## src/rtl/branch_resolve_queue.sv

```systemverilog
// In-flight conditional branch tracker: a FIFO of fetch-time predictions, resolved
// oldest-first by execute, producing registered predictor training and fetch redirects.
module branch_resolve_queue #(
  parameter int DEPTH = 4
) (
  input  logic                         clk,
  input  logic                         rst_n,
  input  logic                         push_valid,
  input  logic [15:0]                  push_pc,
  input  logic                         push_pred,
  input  logic [15:0]                  push_target,
  output logic                         push_ready,
  input  logic                         res_valid,
  input  logic                         res_taken,
  input  logic [15:0]                  res_target,
  output logic [15:0]                  upd_address,
  output logic                         upd_br,
  output logic                         upd_taken,
  output logic                         upd_not_taken,
  output logic                         mispredict,
  output logic [15:0]                  redirect_pc,
  output logic                         underflow,
  output logic [$clog2(DEPTH+1)-1:0]   count
);

  localparam int PW = $clog2(DEPTH);
  localparam int CW = $clog2(DEPTH+1);

  logic [15:0]      pc_mem  [DEPTH];
  logic [15:0]      tgt_mem [DEPTH];
  logic [DEPTH-1:0] pred_mem;
  logic [PW-1:0]    head;
  logic [PW-1:0]    tail;

  logic        do_res;
  logic        do_push;
  logic        dir_miss;
  logic        tgt_miss;
  logic        mispredict_next;
  logic [15:0] redirect_next;

  assign push_ready      = (count < CW'(DEPTH));
  assign do_res          = res_valid && (count != '0);
  assign dir_miss        = (res_taken != pred_mem[head]);
  assign tgt_miss        = res_taken && pred_mem[head] && (res_target != tgt_mem[head]);
  assign mispredict_next = do_res && (dir_miss || tgt_miss);
  // A push racing a mispredict (or arriving while one is visible) is wrong-path.
  assign do_push         = push_valid && push_ready && !mispredict && !mispredict_next;
  assign redirect_next   = res_taken ? res_target : (pc_mem[head] + 16'd2);

  always_ff @(posedge clk) begin
    if (do_push) begin
      pc_mem[tail]   <= push_pc;
      pred_mem[tail] <= push_pred;
      tgt_mem[tail]  <= push_target;
    end
  end

  always_ff @(posedge clk or negedge rst_n) begin
    if (!rst_n) begin
      head          <= '0;
      tail          <= '0;
      count         <= '0;
      upd_address   <= 16'h0000;
      upd_br        <= 1'b0;
      upd_taken     <= 1'b0;
      upd_not_taken <= 1'b0;
      mispredict    <= 1'b0;
      redirect_pc   <= 16'h0000;
      underflow     <= 1'b0;
    end else begin
      upd_br        <= do_res;
      upd_taken     <= do_res && res_taken;
      upd_not_taken <= do_res && !res_taken;
      mispredict    <= mispredict_next;
      underflow     <= res_valid && (count == '0);
      if (do_res) begin
        upd_address <= pc_mem[head];
        redirect_pc <= redirect_next;
      end
      if (mispredict_next) begin
        head  <= '0;
        tail  <= '0;
        count <= '0;
      end else begin
        if (do_res)  head <= head + PW'(1);
        if (do_push) tail <= tail + PW'(1);
        case ({do_push, do_res})
          2'b10:   count <= count + CW'(1);
          2'b01:   count <= count - CW'(1);
          default: ;
        endcase
      end
    end
  end

endmodule

```

## config.mk

```make
export PLATFORM = sky130hd
export DESIGN_NAME = branch_resolve_queue
export DESIGN_NICKNAME = d
export VERILOG_FILES = /design/src/rtl/branch_resolve_queue.sv
export SDC_FILE = /design/constraint.sdc
export NUM_CORES = 1
export LEC_CHECK = 0
export CORE_MARGIN = 1.5
export CORE_UTILIZATION = 50
export DETAILED_ROUTE_END_ITERATION = 7
export PLACE_DENSITY = 0.76
export SYNTH_ARGS = -nofsm -noshare
export SYNTH_HDL_FRONTEND = slang
export SYNTH_SLANG_ARGS = --single-unit
```

## constraint.sdc

```tcl
create_clock -name clk -period 5.46 [get_ports clk]
set_clock_uncertainty 0.15 [all_clocks]
set_input_delay 0.819 -clock clk [delete_from_list [all_inputs] [get_ports clk]]
set_output_delay 0.819 -clock clk [all_outputs]
set_load 0.005 [all_outputs]
```

======== Word level (Yosys, flattened, before mapping) ========
Memory sizes are Yosys's and may differ from the RTL's.
Cells that the tools add are included.
word-level totals
  bits in registers ....................... 48
  memory bits (writable) .................. 128
  input port bits ......................... 54
  output and inout bits ................... 41
  memories ................................ 2
cells by class
  $add $sub $neg .......................... 5
  $lt $le $gt $ge ......................... 4
  equal/unequal tests ..................... 4
  multiplexer cells ....................... 14
  reductions and logical operators ........ 20
memory list
  memory   words  bits a word  read ports  clocked after Yosys merged registers in  wr ports  line  source
  pc_mem   4      16           1           0                                        1         29    logic [15:0] pc_mem [DEPTH];
  tgt_mem  4      16           1           0                                        1         30    logic [15:0] tgt_mem [DEPTH];
operators by type and width
  kind                                                                                 count
  16-bit by 2-bit adder with 16-bit output, second input constant                      1
  16-bit 2-to-1 mux                                                                    1
  16-bit inequality test                                                               1
  1-bit logical AND                                                                    11
  2-bit 2-to-1 mux                                                                     4
  2-bit by 3-bit < comparator with 1-bit output, second input constant                 2
  3-bit one-hot mux with 2 select lines                                                1
  3-bit nonzero test                                                                   2
  2-bit by 1-bit adder with 2-bit output, second input constant                        2
  4-bit bitwise mux                                                                    1
  1-bit 2-to-1 mux                                                                     4
  2-bit nonzero test                                                                   2
  3-bit by 1-bit adder with 3-bit output, second input constant                        1
  1-bit logical NOT                                                                    3
  3-bit logical NOT                                                                    1
  3-bit < comparator, second input constant                                            1
  3-bit 2-to-1 mux                                                                     1
  3-bit by 1-bit subtractor with 3-bit output, second input constant                   1
  1-bit binary-select mux with 2-bit select                                            1
  1-bit demux with 2-bit select                                                        1
  2-bit by 1-bit equality test with 1-bit output, second input constant                1
  2-bit equality test, second input constant                                           1
  2-bit by 1-bit greater-or-equal comparator with 1-bit output, second input constant  1
  1-bit logical OR                                                                     1
  1-bit inequality test                                                                1

======== Logic depth before layout (Yosys ltp) ========
Gate-level depths: netlist (run 1).
  depth in word-level cells ............... 11
  mapped depth ............................ 13
  gate-level depth less buffers ........... 10

======== Worst setup path before layout (run 1) ========
Ideal clock, no wire load.
  kind .................................... register to register
  start point ............................. register head[0]
  end point ............................... memory pc_mem[0][0] (enable)
  library setup time ...................... 0.471 ns
  arrival ................................. 4.627 ns
  required time ........................... 4.839 ns
  setup slack ............................. 0.211 ns
  stages on the path, launching flop included .. 10
  buffers on the path ..................... 4
  clock period less this slack ............ 5.249 ns
  cell sequence ........................... dfrtp_1 -> buf_6 -> buf_12 -> buf_6 -> buf_2 -> mux4_2 -> ha_1 -> inv_1 -> a21oi_2 -> nor3b_1
between the ends
  cells in the longest elaborated chain, start to end .. 10
  elaborated cells between the ends (all ways) .. 13
  classes of those cells .................. eq/ne (2); mux (4); reduce/logical (6); memory (1)
RTL lines
  what                                                       line  source
  start, declared                                            32    logic [PW-1:0] head;
  start signal, assigned                                     86    if (do_res) head <= head + PW'(1);
  branches (longest 4 deep; another with memory 4 x 16 bit)  n/a
  1-bit logical OR *                                         46    assign mispredict_next = do_res && (dir_miss || tgt_miss);
  1-bit logical AND *                                        46
  named net mispredict_next                                  39    logic mispredict_next;
  1-bit logical NOT *                                        48    assign do_push = push_valid && push_ready && !mispredict && !mispredict_next;
  1-bit logical AND *                                        48
  1-bit 2-to-1 mux *                                         52    if (do_push) begin
  1-bit 2-to-1 mux (implied by the code) *                   53    pc_mem[tail] <= push_pc;
  end, declared                                              29
Mark *: on every way through the listed nets, which the timed path passes. The select of a mux whose other input is x is not followed.

======== Worst setup path in the final report (run 1) ========
  start point ............................. register head[0]
  end point ............................... memory tgt_mem[2][15] (enable)
between the ends
  cells in the longest elaborated chain, start to end .. 10
  elaborated cells between the ends (all ways) .. 13
  classes of those cells .................. eq/ne (2); mux (4); reduce/logical (6); memory (1)
RTL lines
  what                                                       line  source
  branches (longest 4 deep; another with memory 4 x 16 bit)  n/a
  1-bit logical OR *                                         46
  1-bit logical AND *                                        46
  named net mispredict_next                                  39
  1-bit logical NOT *                                        48
  1-bit logical AND *                                        48
  1-bit 2-to-1 mux *                                         52
  1-bit 2-to-1 mux (implied by the code) *                   55    tgt_mem[tail] <= push_target;
  end, declared                                              30
Marks and branches as above.

==> report_table.html, run 1 <==
<table>
<tr><th>Metric</th><th>Value</th></tr>
<tr><th colspan="2">Cells and area</th></tr>
<tr><td>Layout cell share with drive strength beyond 1</td><td>14.7%</td></tr>
<tr><td>FF+latch area</td><td>5070 µm²</td></tr>
<tr><td>Area used by multi-input combinational logic</td><td>around 2100 µm²</td></tr>
<tr><td>Signed area change from the synthesized netlist to the final layout</td><td>26.2%</td></tr>
<tr><td>Filler cells</td><td>about 950</td></tr>
<tr><td>Net count of the finished layout</td><td>606</td></tr>
<tr><td>Diode insertion count for antenna repair</td><td>0</td></tr>
<tr><td>Most common library cell in the layout ignoring fill and taps</td><td>edfxtp_1</td></tr>
<tr><td>Most frequent cells in the layout</td><td>132 x edfxtp_1, 93 x clkdlybuf4s50_1, 67 x nand2_1</td></tr>
<tr><td>Design area</td><td>9130 µm²</td></tr>
<tr><th colspan="2">Worst setup path</th></tr>
<tr><td>Slowest stage delay, CP</td><td>approximately 0.62 ns</td></tr>
<tr><td>Critical path arrival</td><td>a little over 4 ns</td></tr>
<tr><td>Crit-path cells</td><td>buf_4, mux4_1, xnor2_1, nand4_1, o41ai_4, a21oi_2, nor3b_2, buf_12</td></tr>
<tr><td>Required time at the worst-slack endpoint</td><td>5.43 ns</td></tr>
<tr><td>Top fanout value on the critical path</td><td>28</td></tr>
<tr><td>Critical-path top delay cell</td><td>dfrtp_2</td></tr>
<tr><td>Worst setup path category</td><td>flip-flop to flip-flop</td></tr>
<tr><td>Source of the critical timing path</td><td>head[0]</td></tr>
<tr><td>RR Startpoint</td><td>head[0]</td></tr>
<tr><td>Crit start category</td><td>flip-flop</td></tr>
<tr><td>Critical path capture point type</td><td>flip-flop</td></tr>
<tr><th colspan="2">GRT</th></tr>
<tr><td>Total GRT Usage</td><td>22.5%</td></tr>
<tr><td>Maximum number of pins on one net before global-route repair</td><td>45</td></tr>
<tr><td>Wire length of the first global-routing pass</td><td>24300 µm</td></tr>
<tr><td>Antenna violations before repair</td><td>0</td></tr>
<tr><td>Global route overflow</td><td>0</td></tr>
<tr><td>Via count of the first global-routing pass</td><td>4239</td></tr>
<tr><th colspan="2">Synthesis</th></tr>
<tr><td>Most used DFF post-synth</td><td>edfxtp_1</td></tr>
<tr><td>EDFF count, synth</td><td>132</td></tr>
<tr><td>Number of cells produced by synthesis</td><td>438</td></tr>
<tr><td>Cell variety after synth</td><td>44</td></tr>
<tr><td>Synth warn</td><td>0</td></tr>
<tr><td>Proportion of register bits with asynchronous set or reset after synthesis</td><td>25.0%</td></tr>
<tr><td>Total of flip-flops plus latches after synthesis</td><td>176</td></tr>
<tr><td>Synth Cell Area</td><td>7240 µm²</td></tr>
<tr><td>Avg Cell Area, Syn</td><td>16.5 µm²</td></tr>
<tr><td>Post-Syn Nets</td><td>499</td></tr>
<tr><td>Sequential share of the synthesized area</td><td>~70%</td></tr>
<tr><th colspan="2">Timing</th></tr>
<tr><td>Max Transition Viols Final</td><td>0</td></tr>
<tr><td>Remaining max-slew budget at the tightest pin</td><td>~49%</td></tr>
<tr><td>Slew at the pin with the worst max-slew slack</td><td>0.759 ns</td></tr>
<tr><td>Hold violation total from the final report</td><td>0</td></tr>
<tr><td>Setup-failing EPs final</td><td>0</td></tr>
<tr><td>Period utilization</td><td>74.9%</td></tr>
<tr><td>TNS Setup</td><td>0 ns</td></tr>
<tr><td>Unrepaired setup endpoints after global routing</td><td>no</td></tr>
<tr><td>Final Worst Setup Slack</td><td>between 1 and 1.5 ns</td></tr>
<tr><td>Final critical delay including setup and external delays</td><td>4.09 ns</td></tr>
<tr><td>Maximum frequency from static timing analysis</td><td>around 0.24 GHz</td></tr>
<tr><td>Post-route worst hold slack</td><td>0.321 ns</td></tr>
<tr><th colspan="2">Detailed routing</th></tr>
<tr><td>Detailed-routing iteration count for the pre-antenna-repair pass</td><td>5</td></tr>
<tr><td>Vias per inst</td><td>5.64</td></tr>
<tr><td>Post-DR wirelength/cell</td><td>21.5 µm</td></tr>
<tr><td>Number of DRC markers in iteration 0</td><td>432</td></tr>
<tr><td>Remaining design rule violation count</td><td>0</td></tr>
<tr><td>Number of routed nets with antenna violations</td><td>0</td></tr>
<tr><td>Routed Wire Length</td><td>between 15000 and 20000 µm</td></tr>
<tr><td>Total via count in the routed design</td><td>4163</td></tr>
<tr><th colspan="2">Placement</th></tr>
<tr><td>Placed cell area</td><td>8450 µm²</td></tr>
<tr><td>Post-place setup slack</td><td>1.45 ns</td></tr>
<tr><td>DPL Wire Length</td><td>10500 µm</td></tr>
<tr><td>Final GP Congestion</td><td>0.815</td></tr>
<tr><td>Number of input and output port buffers inserted</td><td>94</td></tr>
<tr><th colspan="2">Floorplan</th></tr>
<tr><td>Ports</td><td>95</td></tr>
<tr><td>Height of the chip</td><td>123 µm</td></tr>
<tr><td>Standard-cell rows</td><td>43</td></tr>
<tr><td>Die width</td><td>123 µm</td></tr>
<tr><td>Placeable core area</td><td>14000 µm²</td></tr>
<tr><td>Starting Density</td><td>51.7%</td></tr>
<tr><td>Total Die Area</td><td>15200 µm²</td></tr>
<tr><th colspan="2">Pwr</th></tr>
<tr><td>Leakage component of the power</td><td>3.28 nW</td></tr>
<tr><td>Overall Power</td><td>roughly 4.8 mW</td></tr>
<tr><td>Pwr dens</td><td>523 nW/µm²</td></tr>
<tr><td>Peak VDD IR</td><td>between 0.0002 and 0.0003 V</td></tr>
<tr><th colspan="2">CTS</th></tr>
<tr><td>Number of cells upsized or downsized after cts</td><td>0</td></tr>
<tr><td>Buffers from clock root to sink, at most</td><td>2</td></tr>
<tr><td>CTS sink count</td><td>176</td></tr>
<tr><td>TritonCTS clock tree</td><td>done</td></tr>
<tr><td>Insertion delay of the later-clocked pin in the worst-skew pair</td><td>~0.43 ns</td></tr>
<tr><td>CTS clk-pin slew, worst paths</td><td>~0.06 ns</td></tr>
<tr><td>Root buf cell</td><td>clkbuf_16</td></tr>
<tr><td>Hold buffer count at CTS</td><td>0</td></tr>
<tr><td>Number of buffers inserted during clock tree synthesis</td><td>17</td></tr>
<tr><td>Post CTS Setup Buffer Count</td><td>0</td></tr>
<tr><td>H-Tree Depth</td><td>4</td></tr>
<tr><th colspan="2">Run status</th></tr>
<tr><td>Result of the run</td><td>completed</td></tr>
<tr><th colspan="2">Min path</th></tr>
<tr><td>Hold/Removal Path Class</td><td>input pin to async pin</td></tr>
<tr><th colspan="2">Job</th></tr>
<tr><td>Maximum capacitance violations</td><td>0</td></tr>
</table>
==> metrics by stage <==
step           util, %  std cells
2_1_floorplan        -        438
6_report          65.3        738
3_5_place_dp      60.4        706
3_3_place_gp      60.4        706
5_1_grt           65.3        738
4_1_cts           65.3        738
==> per-layer routing <==
metal	vias to the layer above	share of wire (%)	GRT usage, %
li1	1876	-	-
met1	2100	42	30.2
met2	166	50	36.6
met3	21	6.4	5.77
met4	0	1.4	6.61
met5	-	0	0
==> kinds of logic (layout without fill, tap and decap cells) <==
logic type / after synthesis / after routing / share of synthesized area, %
buffers and inverters: 29 / 149 / 2.01
DFF: 176 / 176 / 70.0
muxes: 43 / 43 / 12.1
AOI/OAI and AO/OA: 38 / 38 / 3.41
adders and majority gates: 7 / 7 / 1.31
and+or+nand+nor: 115 / 115 / 7.42
xor gates and xnor gates: 30 / 30 / 3.74
==> final cells by class <==
| cell class | instances | area share, % |
|---|---|---|
| Inverter | 10 | 0.411 |
| Tap cell | 180 | 2.47 |
| Timing Repair Buffer | 107 | 11.7 |
| Clock inverter | 12 | 2.63 |
| Sequential cell | 176 | 55.5 |
| Multi-Input combinational cell | 233 | 22.5 |
| Clock buffer | 20 | 4.78 |
==> critical path: cells and delay by family (launching register included) <==
family          cells  cell delay (ns)
compound gates      2             0.71
xor+xnor            1             0.18
buf+inv             2             0.63
flops               1             0.62
mux                 1             0.60
simple gates        2             0.85
==> state kept, by name, summed over array words and instances (netlist names) <==
register	flops
underflow	1
tail	2
head	2
pred_mem	4
tgt_mem	64
upd_not_taken	1
redirect_pc	16
upd_br	1
count	3
upd_address	16
pc_mem	64
mispredict	1
upd_taken	1
==> path summary, 6_finish.rpt <==
kind	end	slack [ns]	cells after the start
max in group asynchronous	head[0]	4.40	2
min reg2reg	upd_address[13]	0.32	2
max reg2reg	tgt_mem[2][15]	1.37	8
min	upd_address[13]	0.32	2
max	tgt_mem[2][15]	1.37	8
min in group clk	upd_address[13]	0.32	2
==> synth_stat cells, drive strengths merged, types with 3 or more instances <==
master | n | share of area, %
nor3b | 5 | 0.52
ha | 6 | 1.0
mux4 | 33 | 11
edfxtp | 132 | 55
nor3 | 4 | 0.28
nand4 | 7 | 0.69
clkbuf | 12 | 0.62
mux2 | 3 | 0.47
inv | 10 | 0.52
o21ai | 18 | 1.2
a21oi | 8 | 0.61
dfrtp | 44 | 15
nor2 | 10 | 0.52
mux2i | 7 | 0.97
nand3 | 9 | 0.62
xnor2 | 27 | 3.4
nand2 | 67 | 3.5
xor2 | 3 | 0.36
buf | 7 | 0.86
and3 | 4 | 0.35
==> power by group <==
group	switching (mW)	internal, mW	total, mW
registers	0.173	1.75	1.93
clock network	0.487	0.902	1.39
logic	0.725	0.737	1.46
total	1.39	3.39	4.78
Note: power is estimated with default switching activity, not from simulation.
==> run 2: changes to the inputs <==
- CORE_UTILIZATION: 50 -> 51
- PLACE_DENSITY: 0.76 -> 0.75
- clock period: 5.46 -> 4.1 ns (I/O delays scaled with it)
==> run 2 against run 1 <==
  * Critical path type unchanged
  * Utilization is 0.55 points lower
  * Sequential cell count stayed put
  * Largest cell class unchanged
  * Via count is 0.70% lower
  * Non-clock buffer count is 4 higher
  * Cell area is 1.6% lower
  * Register-to-register slack worse by 1.1 ns
  * Die area is 1.9% lower
  * Routed wire length is 5.2% lower
  * Sequential share of layout area is 0.90 points higher
  * Worst setup slack worse by 1.1 ns
==> report_table.html, run 2 (same netlist as run 1, synthesis figures left out) <==
<table>
<tr><th>Metric</th><th>Value</th></tr>
<tr><th colspan="2">Placement</th></tr>
<tr><td>DPL Wire Length</td><td>10100 µm (-4.0%)</td></tr>
<tr><td>Placed cell area</td><td>8450 µm² (about the same)</td></tr>
<tr><td>Final GP Congestion</td><td>0.750 (-8.0%)</td></tr>
<tr><td>Number of input and output port buffers inserted</td><td>94 (unchanged)</td></tr>
<tr><th colspan="2">Cells and area</th></tr>
<tr><td>Signed area change from the synthesized netlist to the final layout</td><td>24.2%</td></tr>
<tr><td>Design area</td><td>8980 µm² (-1.6%)</td></tr>
<tr><td>Registers with the most flip-flops</td><td>pc_mem x64, tgt_mem x64</td></tr>
<tr><td>Layout cell share with drive strength beyond 1</td><td>14.2% (-0.46 points)</td></tr>
<tr><td>Net count of the finished layout</td><td>610 (+0.66%)</td></tr>
<tr><td>Most frequent cells in the layout</td><td>132 x edfxtp_1, 93 x clkdlybuf4s50_1, 67 x nand2_1</td></tr>
<tr><td>Most common library cell in the layout ignoring fill and taps</td><td>edfxtp_1</td></tr>
<tr><td>Diode insertion count for antenna repair</td><td>0 (unchanged)</td></tr>
<tr><th colspan="2">Run status</th></tr>
<tr><td>Result of the run</td><td>completed</td></tr>
<tr><th colspan="2">Floorplan</th></tr>
<tr><td>Starting Density</td><td>52.1% (+0.40 points)</td></tr>
<tr><td>Height of the chip</td><td>122 µm (-0.96%)</td></tr>
<tr><td>Placeable core area</td><td>13900 µm² (-0.77%)</td></tr>
<tr><td>Standard-cell rows</td><td>43 (unchanged)</td></tr>
<tr><td>Die width</td><td>122 µm (-0.96%)</td></tr>
<tr><td>Ports</td><td>95 (unchanged)</td></tr>
<tr><td>Total Die Area</td><td>14900 µm² (-1.9%)</td></tr>
<tr><th colspan="2">GRT</th></tr>
<tr><td>Global route overflow</td><td>0 (unchanged)</td></tr>
<tr><td>Wire length of the first global-routing pass</td><td>24000 µm (-1.1%)</td></tr>
<tr><td>Via count of the first global-routing pass</td><td>4375 (+3.2%)</td></tr>
<tr><td>Maximum number of pins on one net before global-route repair</td><td>45 (unchanged)</td></tr>
<tr><td>Met1 layer usage reported by global route</td><td>29.6% (-0.65 points)</td></tr>
<tr><td>Met3 track utilization from global routing</td><td>4.35% (-1.4 points)</td></tr>
<tr><td>Antenna violations before repair</td><td>0 (unchanged)</td></tr>
<tr><td>Total GRT Usage</td><td>22.2% (-0.22 points)</td></tr>
<tr><td>Most used routing layer</td><td>met2</td></tr>
<tr><td>Grt met2 use</td><td>35.6% (-0.96 points)</td></tr>
<tr><th colspan="2">CTS</th></tr>
<tr><td>H-Tree Depth</td><td>4 (unchanged)</td></tr>
<tr><td>Number of cells upsized or downsized after cts</td><td>0 (unchanged)</td></tr>
<tr><td>CTS clk-pin slew, worst paths</td><td>0.06 ns (about the same)</td></tr>
<tr><td>CTS sink count</td><td>176 (unchanged)</td></tr>
<tr><td>Buffers from clock root to sink, at most</td><td>2 (unchanged)</td></tr>
<tr><td>TritonCTS clock tree</td><td>done</td></tr>
<tr><td>Post CTS Setup Buffer Count</td><td>0 (unchanged)</td></tr>
<tr><td>Number of buffers inserted during clock tree synthesis</td><td>17 (unchanged)</td></tr>
<tr><td>Insertion delay of the later-clocked pin in the worst-skew pair</td><td>0.43 ns (about the same)</td></tr>
<tr><td>Hold buffer count at CTS</td><td>0 (unchanged)</td></tr>
<tr><td>Root buf cell</td><td>clkbuf_16</td></tr>
<tr><th colspan="2">Timing</th></tr>
<tr><td>Period utilization</td><td>93.3% (+18 points)</td></tr>
<tr><td>Hold violation total from the final report</td><td>0 (unchanged)</td></tr>
<tr><td>Setup-failing EPs final</td><td>0 (unchanged)</td></tr>
<tr><td>Unrepaired setup endpoints after global routing</td><td>no</td></tr>
<tr><td>Remaining max-slew budget at the tightest pin</td><td>32.5% (-17 points)</td></tr>
<tr><td>Final critical delay including setup and external delays</td><td>3.82 ns (-0.267 ns)</td></tr>
<tr><td>Max Transition Viols Final</td><td>0 (unchanged)</td></tr>
<tr><td>Slew at the pin with the worst max-slew slack</td><td>1.01 ns (+0.253 ns)</td></tr>
<tr><td>Maximum frequency from static timing analysis</td><td>0.261 GHz (+7.0%)</td></tr>
<tr><th colspan="2">Worst setup path</th></tr>
<tr><td>Crit start category</td><td>flip-flop</td></tr>
<tr><td>Required time at the worst-slack endpoint</td><td>4.24 ns (-1.19 ns)</td></tr>
<tr><td>Top fanout value on the critical path</td><td>19 (-32%)</td></tr>
<tr><td>Critical path capture point type</td><td>flip-flop</td></tr>
<tr><td>Worst setup path category</td><td>flip-flop to flip-flop</td></tr>
<tr><td>Critical path arrival</td><td>3.96 ns (-0.10 ns)</td></tr>
<tr><th colspan="2">Pwr</th></tr>
<tr><td>Leakage component of the power</td><td>3.23 nW (-1.5%)</td></tr>
<tr><td>Overall Power</td><td>5.97 mW (+25%)</td></tr>
<tr><td>Pwr dens</td><td>665 nW/µm² (+27%)</td></tr>
<tr><td>Peak VDD IR</td><td>0.000344 V (+18%)</td></tr>
<tr><th colspan="2">Detailed routing</th></tr>
<tr><td>Post-DR wirelength/cell</td><td>20.2 µm (-5.7%)</td></tr>
<tr><td>Total via count in the routed design</td><td>4134 (-0.70%)</td></tr>
<tr><td>Remaining design rule violation count</td><td>0 (unchanged)</td></tr>
<tr><td>Vias per inst</td><td>5.57 (-1.2%)</td></tr>
<tr><td>Number of routed nets with antenna violations</td><td>0 (unchanged)</td></tr>
<tr><td>Routed Wire Length</td><td>15000 µm (-5.2%)</td></tr>
<tr><td>Number of DRC markers in iteration 0</td><td>304 (-30%)</td></tr>
<tr><td>Detailed-routing iteration count for the pre-antenna-repair pass</td><td>4 (-1)</td></tr>
<tr><th colspan="2">Min path</th></tr>
<tr><td>Hold/Removal Path Class</td><td>input pin to async pin</td></tr>
<tr><th colspan="2">Job</th></tr>
<tr><td>Maximum capacitance violations</td><td>0 (unchanged)</td></tr>
</table>
## run 2: final timing paths
| kind | from | endpoint | slack (ns) | cells past startpoint |
|---|---|---|---|---|
| worst min-delay path | rst_n | upd_address[9] | 0.22 | 1 |
| min in group clk | upd_address[12] | upd_address[12] | 0.32 | 2 |
| worst min register to register | upd_address[12] | upd_address[12] | 0.32 | 2 |
| worst max register to register | head[0] | count[1] | 0.28 | 10 |
| max in group asynchronous | rst_n | head[0] | 2.90 | 1 |
| worst max-delay path | head[0] | count[1] | 0.28 | 10 |
## run 2: cell type report
class | count | area (µm²)
Sequential cell | 176 | 5070
Fill cell | 970 | 4900
Multi-Input combinational cell | 233 | 2050
Timing Repair Buffer | 111 | 1060
Clock buffer | 22 | 444
Tap cell | 180 | 225
Clock inverter | 10 | 93.8
Inverter | 10 | 37.5
## run 2: per-layer routing
metal	routed length (µm)	share of wire, %
met1	6370	42
met4	382	2.5
met5	0	0
met2	7420	49
met3	846	5.6
## run 2: report_power, final
part / internal (mW) / switching (mW)
logic: 0.975 / 0.949
clock network: 0.882 / 0.612
registers: 2.33 / 0.220
total: 4.19 / 1.78
## run 2: worst max-delay path, cell delays in order (launching register included)
cell and delay, ns:
dfrtp_2 0.74, mux4_1 0.66, xnor2_1 0.24, nand4_2 0.18
o41ai_4 0.38, nand2_1 0.13, o21a_1 0.21, fa_1 0.48
o21a_1 0.13, a311oi_1 0.27, o31ai_1 0.12
## run 2: per-stage QoR
stage	hold slack (ns)	worst slack, ns	std cells	utilization, %	TNS [ns]
global route	0.299	0.111	742	64.7	0
CTS	0.237	0.249	742	64.7	0
global placement	0.306	0.472	710	60.9	0
floorplan	0.169	-1.15	438	-	-151.63
detailed placement	0.315	0.295	710	60.9	0
finish	0.216	0.276	742	64.7	0
